### config.mk
export PLATFORM = sky130hd
export DESIGN_NAME = pencode_arb
export DESIGN_NICKNAME = d
export VERILOG_FILES = /design/src/rtl/pencode_pkg.sv /design/src/rtl/pencode_arb_prio_find.sv /design/src/rtl/pencode_arb.sv
export SDC_FILE = /design/constraint.sdc
export NUM_CORES = 1
export LEC_CHECK = 0
export CORE_MARGIN = 8
export CORE_UTILIZATION = 25
export CTS_CLUSTER_DIAMETER = 80
export DETAILED_ROUTE_END_ITERATION = 12
export PLACE_DENSITY = 0.55
export SYNTH_ARGS = -nofsm -noshare
export SYNTH_HDL_FRONTEND = slang
export SYNTH_SLANG_ARGS = --single-unit
### constraint.sdc
create_clock -name clk -period 3.8 [get_ports clk]
set_input_delay 0.76 -clock clk [delete_from_list [all_inputs] [get_ports clk]]
set_output_delay 0.76 -clock clk [all_outputs]
set_load 0.005 [all_outputs]
### src/rtl/pencode_pkg.sv
// Shared types and constants for the registered priority-encoder arbiter.
package pencode_pkg;

  typedef enum logic {
    IDLE  = 1'b0,
    GRANT = 1'b1
  } state_t;

  localparam logic MODE_FIXED = 1'b0;
  localparam logic MODE_RR    = 1'b1;

endpackage

### src/rtl/pencode_arb_prio_find.sv
// Combinational search for the first set bit, scanning downward from start-1
// with wrap modulo N; start = 0 begins the scan at N-1.
module prio_find #(
  parameter int N = 8
) (
  input  logic [N-1:0]         vec,
  input  logic [$clog2(N)-1:0] start,
  output logic [$clog2(N)-1:0] idx,
  output logic                 found
);

  localparam int W = $clog2(N);

  int           p;
  logic [W-1:0] pw;

  always_comb begin
    idx   = '0;
    found = 1'b0;
    p     = 0;
    pw    = '0;
    for (int k = 1; k <= N; k++) begin
      p = int'(start) - k;
      if (p < 0) p = p + N;
      pw = W'(p);
      if (!found && vec[pw]) begin
        found = 1'b1;
        idx   = pw;
      end
    end
  end

endmodule

### src/rtl/pencode_arb.sv
// Registered N-line priority encoder / arbiter with sticky grant, fixed or
// round-robin priority, and revoke when the granted line drops or is masked.
//
// state | meaning
// IDLE  | no live grant; arbitrate effective requests on each edge
// GRANT | Y/Valid/grant held until ack or revoke
module pencode_arb
  import pencode_pkg::*;
#(
  parameter int N = 8
) (
  input  logic                 clk,
  input  logic                 rst,
  input  logic [N-1:0]         A,
  input  logic [N-1:0]         mask,
  input  logic                 mode,
  input  logic                 ack,
  output logic [$clog2(N)-1:0] Y,
  output logic                 Valid,
  output logic [N-1:0]         grant
);

  localparam int W = $clog2(N);

  state_t       state, state_nxt;
  logic [W-1:0] rr_ptr, rr_nxt;
  logic [W-1:0] y_nxt;
  logic         valid_nxt;
  logic [N-1:0] eff;
  logic [W-1:0] start;
  logic [W-1:0] win;
  logic         found;

  assign eff   = A & ~mask;
  // rr_ptr = 0 makes the round-robin scan identical to fixed priority.
  assign start = (mode == MODE_RR) ? rr_ptr : '0;

  prio_find #(.N(N)) u_find (
    .vec   (eff),
    .start (start),
    .idx   (win),
    .found (found)
  );

  always_ff @(posedge clk or posedge rst) begin
    if (rst) begin
      state  <= IDLE;
      Y      <= '0;
      Valid  <= 1'b0;
      rr_ptr <= '0;
    end else begin
      state  <= state_nxt;
      Y      <= y_nxt;
      Valid  <= valid_nxt;
      rr_ptr <= rr_nxt;
    end
  end

  always_comb begin
    state_nxt = state;
    y_nxt     = Y;
    valid_nxt = Valid;
    rr_nxt    = rr_ptr;
    case (state)
      IDLE: begin
        valid_nxt = 1'b0;
        if (found) begin
          state_nxt = GRANT;
          y_nxt     = win;
          valid_nxt = 1'b1;
        end
      end
      GRANT: begin
        // ack wins over revoke so the pointer always advances on service.
        if (ack) begin
          state_nxt = IDLE;
          valid_nxt = 1'b0;
          rr_nxt    = Y;
        end else if (!A[Y] || mask[Y]) begin
          state_nxt = IDLE;
          valid_nxt = 1'b0;
        end
      end
      default: begin
        state_nxt = IDLE;
        valid_nxt = 1'b0;
      end
    endcase
  end

  always_comb begin
    grant = '0;
    for (int i = 0; i < N; i++) begin
      grant[i] = Valid && (Y == W'(i));
    end
  end

endmodule

# Word-level counts from Yosys, hierarchy flattened
# Index checks and enable logic that the tools add are counted.
[word_totals]
regBits = 8
inputBits = 20
output_inout_bits = 12
elab_cells = 127
[op_classes]
addsub = 16
magnitude_cmp = 17
eq_ne = 8
muxes = 52
bitwise = 3
reduce_logical = 27
[op_table]
columns = ["operator", "n"]
rows = [
  ["3-bit 2-to-1 mux", 17],
  ["3-bit by 4-bit less-than comparator with 1-bit output (second input constant)", 9],
  ["1-bit binary-select mux with 3-bit select", 10],
  ["4-bit by 1-bit less-than comparator with 1-bit output (second input constant)", 7],
  ["3-bit by 1-bit adder with 3-bit output (second input constant)", 8],
  ["1-bit 2-to-1 mux", 23],
  ["3-bit by 3-bit subtractor with 4-bit output (second input constant)", 4],
  ["1-bit logical AND", 15],
  ["3-bit == test (second input constant)", 4],
  ["8-bit AND", 1],
  ["1-bit logical NOT", 8],
  ["8-bit inverter", 1],
  ["3-bit by 2-bit subtractor with 4-bit output (second input constant)", 2],
  ["3-bit by 2-bit == test with 1-bit output (second input constant)", 2],
  ["5-bit by 1-bit less-than comparator with 1-bit output (second input constant)", 1],
  ["3-bit by 4-bit subtractor with 5-bit output (second input constant)", 1],
  ["1-bit one-hot mux with 2 select lines", 2],
  ["2-bit AND reduction", 2],
  ["3-bit by 1-bit subtractor with 4-bit output (second input constant)", 1],
  ["3-bit by 1-bit == test with 1-bit output (second input constant)", 1],
  ["3-bit logical NOT", 1],
  ["3-bit by 2-bit != test with 1-bit output (second input constant)", 1],
  ["1-bit logical OR", 1],
  ["1-bit inverter", 1],
]

# Longest topological paths before layout
# Gate-level depths: netlist of run 1.
[depth]
ltp_word = 30
ltp_mapped = 11
ltp_nobuf = 9

# By module
# From an unflattened synthesis of run 1, not the netlist that was laid out.
[unflattened]
hier_cells = 175
area_unflattened_um2 = 1579.0
[by_module_without_submodules]
columns = ["mod", "n_inst", "cells_each", "area_per_inst_um2", "seq_area_each_um2"]
rows = [
  ["prio_find", 1, 108, 962.2, 0.0],
  ["pencode_arb", 1, 67, 616.8, 200.2],
]

# Worst setup path before layout of run 1
# No wires, ideal clock.
[synth_timing]
path_type = "input port to flip-flop"
from = "input port mode"
to = "register Y[2]"
t_arrival_ns = 3.033
t_required_ns = 3.665
setup_slack_ns = 0.632
stages = 11
path_buffers = 2
cell_sequence = "buf_2 > nand2_1 > buf_2 > ha_1 > xnor2_4 > mux4_2 > nand3_2 > nor3_2 > a21oi_4 > mux2i_1 > a31oi_1"
[synth_between]
elab_chain_cells = 29
word_cells_on_any_way = 80
cone_classes = "add/sub (16); order compare (8); mux (41); reduce/logical (15)"
[synth_rtl]
columns = ["item", "line", "text"]
rows = [
  ["start: declaration", "pencode_arb.sv:16", "input logic mode,"],
  ["3-bit 2-to-1 mux (*)", "pencode_arb.sv:36", "assign start = (mode == MODE_RR) ? rr_ptr : '0;"],
  ["3-bit by 1-bit subtractor with 4-bit output", "pencode_arb_prio_find.sv:23", "p = int'(start) - k;"],
  ["4-bit by 1-bit less-than comparator with 1-bit output or 3-bit by 1-bit adder with 3-bit output (tied branches)", "pencode_arb_prio_find.sv:24", "if (p < 0) p = p + N;"],
  ["3-bit 2-to-1 mux", "pencode_arb_prio_find.sv:24", ""],
  ["1-bit binary-select mux with 3-bit select", "pencode_arb_prio_find.sv:26", "if (!found && vec[pw]) begin"],
  ["1-bit 2-to-1 mux (not written as such)", "pencode_arb_prio_find.sv:26", ""],
  ["1-bit 2-to-1 mux", "pencode_arb_prio_find.sv:26", ""],
  ["1-bit logical NOT", "pencode_arb_prio_find.sv:26", ""],
  ["[... 13 more ...]", "--", ""],
  ["1-bit 2-to-1 mux", "pencode_arb_prio_find.sv:26", ""],
  ["1-bit logical NOT", "pencode_arb_prio_find.sv:26", ""],
  ["1-bit logical AND", "pencode_arb_prio_find.sv:26", ""],
  ["1-bit 2-to-1 mux", "pencode_arb_prio_find.sv:26", ""],
  ["1-bit logical NOT", "pencode_arb_prio_find.sv:26", ""],
  ["1-bit logical AND", "pencode_arb_prio_find.sv:26", ""],
  ["1-bit 2-to-1 mux", "pencode_arb_prio_find.sv:26", ""],
  ["2-bit AND reduction (no line)", "--", ""],
  ["end signal: assignment", "pencode_arb.sv:53", "Y <= y_nxt;"],
  ["end: declaration", "pencode_arb.sv:18", "output logic [$clog2(N)-1:0] Y,"],
]
# Every way passes the cells marked *; elsewhere a longest branch is shown, timed or not. The select of a mux whose other input is x is not followed.
# A chain may end at the register's enable or synchronous reset.

# Worst setup path after layout of run 1
# Ends and elaborated chain as after synthesis.

==> results.ini, run 1 <==
[sta]
final-hold-violation-count=0
rsz0062_at_grt=false
setup_slack_ps=495.7
setup_viol=0
period_share_pct=86.96
slew_headroom_pct=65.86
hold_ws_ps=620.3
slew_violations=0
fin_crit_ps=3304
worst_pin_slew_ps=512.1
fmax_mhz=302.6
setup_tns_ps=0
skew_ps=2.945

[clock_network]
htreeDepth=1
cts.clk_slew.worst_paths_ps=40
clkLatencyLatePin_ps=230
clockBufferDepth=2
cts_buffers=3
cts_tree=done
postCtsResizedCells=0
root_buffer=clkbuf_8
cts_sinks=8
post_cts_buffers=0
holdBufCountCts=0

[synth]
synth.top_cell.area_share_pct=13.22
synth_mux_area_share_pct=35.87
yosys.area_share.adder_pct=0.8264
avgSynthCellArea_um2=9.120
synthSimpleGateAreaFrac_pct=21.49
synth_compound_area_share_pct=21.98
yosys.cell_types.count=52
async_flop_share_pct=100.0
synth_seq_cells=8
synthTopCellsByArea=dfrtp_1, mux4_2, mux2i_1, mux2_2, o21ai_0
synth_top_family_by_area=multiplexers
synth-xor-area-share_pct=2.975
yosys_warnings=0
yosys.area.top_type=dfrtp_1
syn_area_um2=1514
synthFlopType=dfrtp_1
syn_nets=187
postSynthCellCount=166
synth-edff-count=0
yosysSeqAreaShare_pct=13.22

[power_and_ir_drop]
ir_worst_vdd_mv=0.3362
leakage_uw=0.0007795
cellPowerDensity_nw_per_um2=700.5

[detailed_routing]
vias=1440
routed_wl_um=4422
wl_per_cell_um=16.14
drtAntennaViolNets=0
first_pass_iters=4
drt_iter0_markers=126
vias_per_cell=5.255
route.detailed.drc=0

[critical_path]
r2r_slack_ps=1000
start_kind=input pin
worst_r2r_startpoint=rr_ptr[1]
crit_required_ps=3900
end_kind=register
rr_worst_depth=9
worst-endpoint-arrival_ps=3400
cp_max_fo=8
timing.rr.end=Y[2]
path_class=in -> reg

[layout]
antennaDiodeCount=0
drive_gt1_share_pct=21.11
final_nets=222
flow.area_growth_from_synthesis_pct=30.00

[run_status]
outcome=finished, final reports clean

[grt]
grt_first_pass_wirelength_um=7486
grt_max_degree=17
antenna_found_initial=0
grt_pass1_vias=1458
overflow=0
grt_util_all_layers_pct=10.43

[die]
initial_core_util_pct=25.72
fp.dieW_um=93.82
die_h_um=93.82
coreArea_um2=5886
rows=28
num_io_pins=32
die_area_um2=8802

[min_path]
hold_path_class=reg -> reg
hold_start=Valid
worstHoldEndpoint=Valid
min_path_cells=1

[placed_design]
io_buffer_count=31
gp_congestion=0.8345
place_ws_ps=269.8
dp_hpwl_um=3613

[flow_run]
cap_violations=0

-- synth_stat cells (3+ instances only) --
master / number
o211ai_1: 5
a21oi_1: 5
mux2_2: 8
nor2b_1: 8
mux4_2: 8
dfrtp_1: 8
o21ai_0: 13
buf_2: 5
nor2_1: 14
mux2i_1: 15
nand2b_1: 7
nand2_1: 16
inv_1: 3
a31oi_1: 3
mux2_4: 3
-- power breakdown --
part	internal (µW)	total, µW	switching, µW
Combinational	521	1030	510
Sequential	130	245	115
Clock	68.7	103	33.9
-- layout by cell type (no fill, tap or decap), drive strengths merged --
master / synthesis / routed
mux2i: 16 / 16
a221oi: 1 / 1
buf: 7 / 7
a311o: 1 / 1
nand3: 3 / 3
nand4b: 1 / 1
o2111ai: 1 / 1
mux4: 10 / 10
nor2b: 9 / 9
o221ai: 1 / 1
clkdlybuf4s50: 0 / 31
a31oi: 3 / 3
a211oi: 2 / 2
a22o: 2 / 2
xor2: 2 / 2
a21o: 1 / 1
xnor2: 1 / 1
a41o: 1 / 1
clkbuf: 1 / 3
o211ai: 5 / 5
dfrtp: 8 / 8
a31o: 1 / 1
o21ai: 16 / 16
and3: 1 / 1
ha: 1 / 1
a32o: 1 / 1
a2bb2oi: 2 / 2
nor4b: 1 / 1
inv: 3 / 3
o311ai: 1 / 1
nor2: 14 / 14
a21oi: 6 / 6
nor3: 3 / 3
and2: 1 / 1
nand2: 19 / 19
mux2: 12 / 12
a21boi: 1 / 1
nand2b: 7 / 7
-- flip-flops by register name (all words and copies together), names as in the netlist --
signal and flops:
Valid 1, Y 3, rr_ptr 3, state 1
-- layer usage --
layer	vias up	share of wire, %	track usage (%)	wire length (µm)
met1	682	48	14.32	2135
met2	49	45	16.39	1988
met5	-	0	0	0
met3	3	6.1	1.918	269
met4	0	0.66	2.378	29
li1	706	-	-	-
-- critical path, cell delays in order --
cell	delay, ps
clkdlybuf4s50_1	570
nand2_1	120
ha_1	310
xnor2_4	310
mux4_2	600
nand3_2	130
nor3_2	90
a21oi_4	250
mux2i_1	210
a31oi_1	50
-- kinds of logic (layout without fill, tap and decap cells) --
group / Yosys count / in the layout
xor+xnor: 3 / 3
simple gates: 59 / 59
compound gates: 46 / 46
mux: 38 / 38
flops: 8 / 8
fa+ha+maj: 1 / 1
buf+inv: 11 / 44
-- through the flow --
step / power (µW) / area (µm²) / util (%) / instances
6_report: 1379 / 1968 / 33.44 / 274
5_1_grt: 1495 / 1968 / 33.44 / 274
4_1_cts: 1378 / 1968 / 33.44 / 274
3_5_place_dp: 1269 / 1927 / 32.74 / 271
3_3_place_gp: 1266 / 1927 / 32.74 / 271
2_1_floorplan: 988.8 / 1514 / - / 166
-- how the worst max path moves through the flow --
stage	start	endpoint	slack [ps]	cells past startpoint
after floorplan	mode	Y[2]	630	11
after global placement	mode	Y[2]	320	10
after detailed placement	mode	Y[2]	270	10
after CTS	mode	Y[2]	500	10
after global routing	mode	Y[2]	360	10
final	mode	Y[2]	500	10
-- final cells by class --
type / instances / area, µm²
well taps: 75 / 93.84
flip-flops and latches: 8 / 200.2
inverters: 3 / 11.26
repair buffers: 38 / 362.8
clock buffers: 3 / 41.29
multi-input cells: 147 / 1259
fillers: 635 / 3918
Note: power is estimated with default switching activity, not from simulation.
==> run 2, diff against run 1 <==
--- a/config.mk
+++ b/config.mk
@@ -5,6 +5,7 @@
 export SDC_FILE = /design/constraint.sdc
 export NUM_CORES = 1
 export LEC_CHECK = 0
+export CAP_MARGIN = 20
 export CORE_MARGIN = 8
 export CORE_UTILIZATION = 25
 export CTS_CLUSTER_DIAMETER = 80
==> results of run 2 <==
No change in the layout: final DEF, timing and power equal those of run 1.
==> run 3, diff against run 2 <==
--- a/config.mk
+++ b/config.mk
@@ -10,7 +10,7 @@
 export CORE_UTILIZATION = 25
 export CTS_CLUSTER_DIAMETER = 80
 export DETAILED_ROUTE_END_ITERATION = 12
-export PLACE_DENSITY = 0.55
+export GPL_TIMING_DRIVEN = 0
 export SYNTH_ARGS = -nofsm -noshare
 export SYNTH_HDL_FRONTEND = slang
 export SYNTH_SLANG_ARGS = --single-unit
==> results.ini, run 3 (same netlist as run 1, synthesis figures left out) <==
[critical_path]
timing.rr.end=Y[2]
crit_path_start=mode
worst_r2r_startpoint=rr_ptr[1]
end_kind=register
cp_max_fo=10  ; +2
crit_required_ps=3890  ; about the same
r2r_slack_ps=770  ; -230 ps
rr_worst_depth=11  ; +2
endpoint=Y[2]
start_kind=input pin
worst-endpoint-arrival_ps=3540  ; +140 ps
path_class=in -> reg

[clock_network]
clockBufferDepth=2  ; unchanged
cts_buffers=3  ; unchanged
cts.clk_slew.worst_paths_ps=40  ; about the same
cts_tree=done
clkLatencyLatePin_ps=220  ; about the same
htreeDepth=1  ; unchanged
root_buffer=clkbuf_8
cts_sinks=8  ; unchanged
holdBufCountCts=0  ; unchanged

[sta]
skew_ps=0.2959  ; -2.649 ps
slew_violations=0  ; unchanged
setup_viol=0  ; unchanged
worst_pin_slew_ps=571.7  ; +59.66 ps
rsz0062_at_grt=false
slew_headroom_pct=60.79  ; -5.1 points
setup_tns_ps=0  ; unchanged
fmax_mhz=289.6  ; -4.3%
final-hold-violation-count=0  ; unchanged
fin_crit_ps=3453  ; +148.2 ps
period_share_pct=90.86  ; +3.9 points

[die]
die_h_um=93.82  ; unchanged
die_area_um2=8802  ; unchanged
initial_core_util_pct=25.72  ; unchanged
num_io_pins=32  ; unchanged
rows=28  ; unchanged
fp.dieW_um=93.82  ; unchanged
coreArea_um2=5886  ; unchanged

[layout]
flow.area_growth_from_synthesis_pct=32.15
mostFrequentLayoutCell=clkdlybuf4s50_1
final_cell_area_um2=2001  ; +1.7%
antennaDiodeCount=0  ; unchanged
drive_gt1_share_pct=22.06  ; +0.95 points
largestRegisters=Y (3), rr_ptr (3)
final_nets=227  ; +2.3%
layout_common_cells=clkdlybuf4s50_1, nand2_1, mux2i_1

[detailed_routing]
drtAntennaViolNets=0  ; unchanged
route.detailed.drc=0  ; unchanged
routed_wl_um=4323  ; -2.2%
vias=1438  ; -0.14%
drt_iter0_markers=129  ; +2.4%
wl_per_cell_um=15.49  ; -4.0%
first_pass_iters=4  ; unchanged
vias_per_cell=5.154  ; -1.9%

[power_and_ir_drop]
ir_worst_vdd_mv=0.3469  ; +3.2%
cellPowerDensity_nw_per_um2=715.2  ; +2.1%
leakage_uw=0.0008049  ; +3.3%

[placed_design]
dp_hpwl_um=3476  ; -3.8%
placed_cell_area_um2=1918  ; -0.45%
io_buffer_count=31  ; unchanged
gp_congestion=0.9066  ; +8.6%

[grt]
grt_util_all_layers_pct=9.847  ; -0.58 points
antenna_found_initial=0  ; unchanged
grt_pass1_vias=1420  ; -2.6%
overflow=0  ; unchanged
grt_max_degree=11  ; -6
grt_first_pass_wirelength_um=7113  ; -5.0%

[min_path]
hold_start=Valid
min_path_cells=1  ; unchanged
hold_path_class=reg -> reg

[flow_run]
cap_violations=0  ; unchanged

[run_status]
outcome=finished, final reports clean

## run 3: cell count changes in the layout (fill, tap and decap cells not counted), sizes merged
cell | before | now
buf | 7 | 11
clkdlybuf4s50 | 31 | 30
clkbuf | 3 | 4
dlymetal6s2s | 0 | 1
## run 3: stage by stage
stage	worst slack [ps]	power [µW]	std cells	hold slack, ps	utilization [%]
after floorplan	632.0	988.8	166	555.7	-
after global placement	-321.4	1267	272	580.0	32.59
after detailed placement	-333.9	1269	272	577.6	32.59
after CTS	21.85	1397	277	585.9	33.59
after global routing	168.1	1554	279	612.7	33.99
final	347.5	1431	279	583.0	33.99
## run 3: repair_timing
action / in CTS / in global routing
buffers inserted: 2 / 2
pin swaps: 1 / 1
resized for setup: 1 / 2
endpoints found under the setup margin: 3 / 5
## run 3: routing by layer
layer / vias up / track usage [%] / routed length [µm]
li1: 716 / - / -
met1: 672 / 12.01 / 1913
met2: 43 / 17.50 / 2117
met3: 7 / 1.199 / 235
met4: 0 / 2.906 / 56
met5: - / 0 / 0
## run 3: how the worst min path moves through the flow
stage             to  slack [ps]
3_5_place_dp   Valid         580
5_1_grt        Valid         610
2_1_floorplan  Valid         560
4_1_cts        Valid         590
3_3_place_gp   Valid         580
6_report       Valid         580
## run 3: final cells by class
type / instances / area, µm²
timing repair buffer: 35 / 342.8
buffer: 8 / 46.29
fill: 620 / 3885
tap: 75 / 93.84
clock buffer: 3 / 41.29
sequential: 8 / 200.2
multi-input combinational: 147 / 1265
inverter: 3 / 11.26
## run 3: where the power goes
| group | switching (µW) | leakage (µW) | internal, µW | total (µW) |
|---|---|---|---|---|
| logic | 588 | 0.000694 | 562 | 1150 |
| clock network | 30.1 | 0.0000216 | 68.3 | 98.4 |
| registers | 51.1 | 0.0000896 | 131 | 182 |
| total | 670 | 0.000805 | 761 | 1430 |
## run 3: critical path, stage by stage
cell and delay [ps]:
dlymetal6s2s_1 220, buf_4 230, nand2_1 150, buf_2 240, ha_1 310, xnor2_4 290
mux4_2 600, nand3_2 150, nor3_4 80, a21oi_4 250, mux2i_1 210, a31oi_1 50
==> variant 1: new RTL, settings of run 3 <==
Register the input `mode` before use, with the module's reset. The logic sees it one clock later. The other inputs are not delayed to match.
--- a/src/rtl/pencode_arb.sv
+++ b/src/rtl/pencode_arb.sv
@@ -24,2 +24,12 @@
 
+  logic mode_q;
+
+  always_ff @(posedge clk or posedge rst) begin
+    if (rst) begin
+      mode_q <= '0;
+    end else begin
+      mode_q <= mode;
+    end
+  end
+
   state_t       state, state_nxt;
@@ -35,3 +45,3 @@
   // rr_ptr = 0 makes the round-robin scan identical to fixed priority.
-  assign start = (mode == MODE_RR) ? rr_ptr : '0;
+  assign start = (mode_q == MODE_RR) ? rr_ptr : '0;
 
Function: changed (Yosys sat finds a counterexample within 4 cycles, from zero or initial values and one cycle with rst high).
==> variant 1 against run 3 <==
- core utilization fell by 0.16 points
- cell area fell by 6.9%
- setup slack improved by 0.21 ns
- wire length fell by 14%
- synthesized area fell by 6.4%
- power fell by 13%
- final cell count fell by 6.5%
- sequential cell count rose by 1
- critical path type is now reg2reg
==> variant 1: results <==
group,metric,value,unit
power,leakage,0.749,nW
layout,top_regs,"Y (3), rr_ptr (3)",
power,vdd_drop_max,240,uV
clock_tree,cts_resized,0,
layout,insertedDiodeCount,0,
sta,worst_pin_slew,0.693,ns
global_route,met3_usage,2.14,%
synthesis,ys_seq_area_share,15.9,%
clock_tree,clk_pin_slew,0.05,ns
min_path,hold_class,"reg2reg",
placement,io_buffers,31,
global_route,gr-usage-met1,12.0,%
synthesis,synth_fp_nets,175,
synthesis,synth-edff-count,0,
synthesis,synth_flop_cell,"dfrtp_1",
placement,place_congestion,0.877,
global_route,grt.total_usage,9.45,%
layout,drive_above_1_share,19.6,%
synthesis,synth_cells,154,
min_path,hold_start,"state",
global_route,grt_max_degree,11,
route,vias,1336,
route,dr.pass1.iters,4,
synthesis,synth_common_cells,"mux2i_1 (16), nand2_1 (15), nor2_1 (12)",
critical_path,cp-startpoint,"mode_q",
global_route,antenna_found_initial,0,
layout,fin_nets,211,
global_route,grt_pass1_wl,6580,um
placement,pre_cts_ws,0.462,ns
synthesis,synth_cell_types,52,
placement,hpwl,3140,um
clock_tree,clk_latency,0.24,ns
synthesis,netlist_top_cells_area,"dfrtp_1 (16%), mux4_2 (13%), mux2i_1 (11%), mux2_2 (5.6%), nand2_1 (4.0%)",
status,outcome,"finished, final reports clean",
clock_tree,htreeDepth,1,
global_route,grt_util_met2,14.9,%
synthesis,synthArstFlopShare,100,%
placement,dpl-instance-area,1820,sq um
clock_tree,cts-root-buf,"clkbuf_8",
route,vias_per_cell,5.12,
placement,dp.cells,257,
clock_tree,cts_setup_buffers,0,
sta,finClkSkew,0.00788,ns
route,wl_per_cell,14.3,um
route,drtIter0Drc,42,
clock_tree,cts_made_buffers,3,
synthesis,ys.warnings.count,0,
clock_tree,clockBufferDepth,2,
critical_path,cp.arrival,3.35,ns
variant 1: critical path, stage by stage (launching register included):
cell,delay [ns]
dfrtp_1,0.34
buf_2,0.22
and2_1,0.16
clkbuf_8,0.15
inv_2,0.10
ha_1,0.26
xnor2_1,0.58
mux4_2,0.45
a32o_1,0.28
a22o_1,0.21
a311oi_1,0.27
o21ai_1,0.11
variant 1: worst paths after layout:
check	cells after the start	end	slack (ns)
max	11	Y[1]	0.55
min	1	Y[2]	0.56
max reg2reg	11	Y[1]	0.55
min reg2reg	1	Y[2]	0.56
max in group asynchronous	2	Y[1]	2.77
min in group asynchronous	2	rr_ptr[0]	0.78
variant 1: layout make-up:
| cell class | instances | area (sq um) |
|---|---|---|
| clock buffers | 3 | 41.3 |
| well taps | 72 | 90.1 |
| flip-flops and latches | 9 | 225 |
| fillers | 596 | 3640 |
| plain buffers | 6 | 48.8 |
| inverters | 7 | 26.3 |
| multi-input cells | 132 | 1120 |
| clock inverters | 1 | 5.00 |
| repair buffers | 31 | 310 |
variant 1: metal layers:
metal | vias up | routed length (um)
met2 | 48 | 1700
met1 | 621 | 1720
li1 | 660 | -
met5 | - | 0
met3 | 7 | 248
met4 | 0 | 75
variant 1: cells by family (layout without fill, tap and decap cells):
logic type / after synthesis / in the layout / share of synthesized area (%)
AOI/OAI and AO/OA: 31 / 31 / 18.0
xor gates and xnor gates: 4 / 4 / 2.47
buffers and inverters: 13 / 48 / 5.30
muxes: 35 / 35 / 33.7
DFF: 9 / 9 / 15.9
adders and majority gates: 1 / 1 / 0.883
and+or+nand+nor: 61 / 61 / 23.8
variant 1: report_power, final:
part | switching, W | leakage (nW) | internal, W
clock | 0.0000382 | 0.0255 | 0.0000715
sequential | 0.0000574 | 0.108 | 0.000142
combinational | 0.000469 | 0.615 | 0.000466
==> variant 2: new RTL, settings of run 3 <==
Made on the original files. Reset style: synchronous (`rst`), changed in one clocked block.
--- a/src/rtl/pencode_arb.sv
+++ b/src/rtl/pencode_arb.sv
@@ -44,3 +44,3 @@
 
-  always_ff @(posedge clk or posedge rst) begin
+  always_ff @(posedge clk) begin
     if (rst) begin
Check against the original RTL: differs if rst is asserted again (counterexample within 4 cycles, from zero or initial values and one cycle with rst high); with rst held inactive, the same outputs for 10 cycles.
==> variant 2 against run 3 <==
- register-to-register slack better by 0.08 ns
- synthesized area fell by 1.4%
- setup slack got worse by 0.16 ns
- sequential share of layout area fell by 1.9 points
- sequential cell count unchanged
- hold slack lost 0.049 ns
- cell area is 0.69% lower
- count of clock-buffer cells in the layout did not move
- die area decreased by 1.2%
- wire length grew 8.1%
- via count grew 15%
- highest routed layer unchanged
Power is left out: it rests on default switching activity, and per cell area and clock period it moved more than threefold.
==> variant 2: results <==
group,metric,value,unit
route,dr.pass1.iters,4,
synthesis,ys_seq_area_share,10.7,%
route,vias_per_cell,5.48,
placement,io_buffers,30,
critical_path,cp_slowest_cell,"mux4_2",
clock_tree,cts-root-buf,"clkbuf_8",
layout,nFillCells,604,
placement,hpwl,3690,um
route,highest_layer,"met4",
layout,fin_nets,250,
floorplan,core,5850,sq um
route,wl,4680,um
critical_path,crit_fanout,10,
route,drtIter0Drc,223,
synthesis,synth_common_cells,"nand2_1 (21), a21oi_1 (19), nor2_1 (15)",
clock_tree,clk_pin_slew,0.04,ns
clock_tree,clockBufferDepth,2,
critical_path,cp.arrival,3.72,ns
sta,finClkSkew,0.00128,ns
status,outcome,"finished, final reports clean",
layout,insertedDiodeCount,0,
critical_path,critPathMaxStageDelay,0.55,ns
route,wl_met2,2280,um
critical_path,cpLargestDelayFamily,"buffers and inverters",
layout,drive_above_1_share,16.3,%
placement,place_congestion,0.926,
sta,slew-limit-headroom,56.4,%
clock_tree,cts_made_buffers,3,
synthesis,netlist_top_cells_area,"mux4_2 (12%), dfxtp_1 (11%), mux2i_1 (9.4%), a21oi_1 (6.4%), nand2_1 (5.3%)",
layout,top_regs,"Y (3), rr_ptr (3)",
synthesis,synth_cell_types,47,
route,met1Wirelength,2070,um
synthesis,synthArstFlopShare,0,%
synthesis,ys.warnings.count,0,
synthesis,synth_flop_cell,"dfxtp_1",
min_path,hold_class,"reg2reg",
clock_tree,htreeDepth,1,
route,dr_wl_met3,256,um
global_route,grt_max_degree,11,
clock_tree,clk_latency,0.22,ns
global_route,grt_pass1_wl,7720,um
global_route,grt.total_usage,10.7,%
synthesis,synth_fp_nets,213,
global_route,grt_pass1_vias,1606,
global_route,antenna_found_initial,0,
-- variant 2: cell count changes in the layout (fill, tap and decap cells not counted), sizes merged, moves of 3 or more --
| cell | run 3 | this run |
|---|---|---|
| dfxtp | 0 | 8 |
| a21oi | 6 | 19 |
| o22ai | 0 | 3 |
| nor3 | 3 | 7 |
| a211oi | 2 | 6 |
| nand3b | 0 | 3 |
| mux2 | 12 | 5 |
| o21ai | 16 | 5 |
| and2b | 0 | 3 |
| dfrtp | 8 | 0 |
| nand2 | 19 | 23 |
| or2b | 0 | 5 |
| nand3 | 3 | 10 |
-- variant 2: path summary, 6_finish.rpt --
| check | from | end | slack, ns | depth (start not counted) |
|---|---|---|---|---|
| setup / recovery | mode | Y[1] | 0.19 | 13 |
| hold / removal | rr_ptr[2] | rr_ptr[2] | 0.53 | 2 |
| setup reg to reg | rr_ptr[0] | Y[1] | 0.85 | 11 |
| hold reg to reg | rr_ptr[2] | rr_ptr[2] | 0.53 | 2 |
-- variant 2: layout make-up --
class,instances,area (sq um),share of cell area (%)
Tap cell,75,93.8,4.72
Clock buffer,3,41.3,2.08
Timing Repair Buffer,33,323,16.2
Sequential cell,8,160,8.06
Buffer,9,75.1,3.78
Inverter,3,15.0,0.756
Multi-Input combinational cell,171,1280,64.4
-- variant 2: through the flow --
stage | worst slack (ns) | instance area, sq um | instances | hold slack [ns] | setup TNS (ns)
floorplan | 0.263 | 1490 | 192 | 0.486 | 0
CTS | 0.149 | 1960 | 301 | 0.535 | 0
finish | 0.188 | 1990 | 302 | 0.534 | 0
global placement | -0.662 | 1890 | 297 | 0.515 | -1.68
global route | 0.0294 | 1990 | 302 | 0.552 | 0
detailed placement | -0.662 | 1890 | 297 | 0.525 | -1.79
-- variant 2: cell families after synthesis --
logic type / Yosys count / share of synthesized area (%)
compound gates: 50 / 21.8
xor+xnor: 3 / 1.76
fa+ha+maj: 1 / 0.838
buf+inv: 13 / 6.03
flops: 8 / 10.7
mux: 28 / 26.7
simple gates: 89 / 32.2
-- variant 2: tightest hold or removal path, delay by kind of cell (launching register included) --
kind               cells  cell delay [ns]
AOI/OAI and AO/OA      1             0.06
DFF                    1             0.35
and+or+nand+nor        1             0.08
-- variant 2: repair_timing --
| action | CTS | global route |
|---|---|---|
| pin swaps | 2 | 0 |
| setup endpoints to repair | 3 | 2 |
| resized for setup | 4 | 4 |
| buffers inserted | 2 | 1 |
-- variant 2: layer usage --
layer	up-vias	GRT usage (%)
met5	-	0
met1	785	13.7
met3	8	1.76
met4	0	2.82
met2	63	18.0
li1	799	-
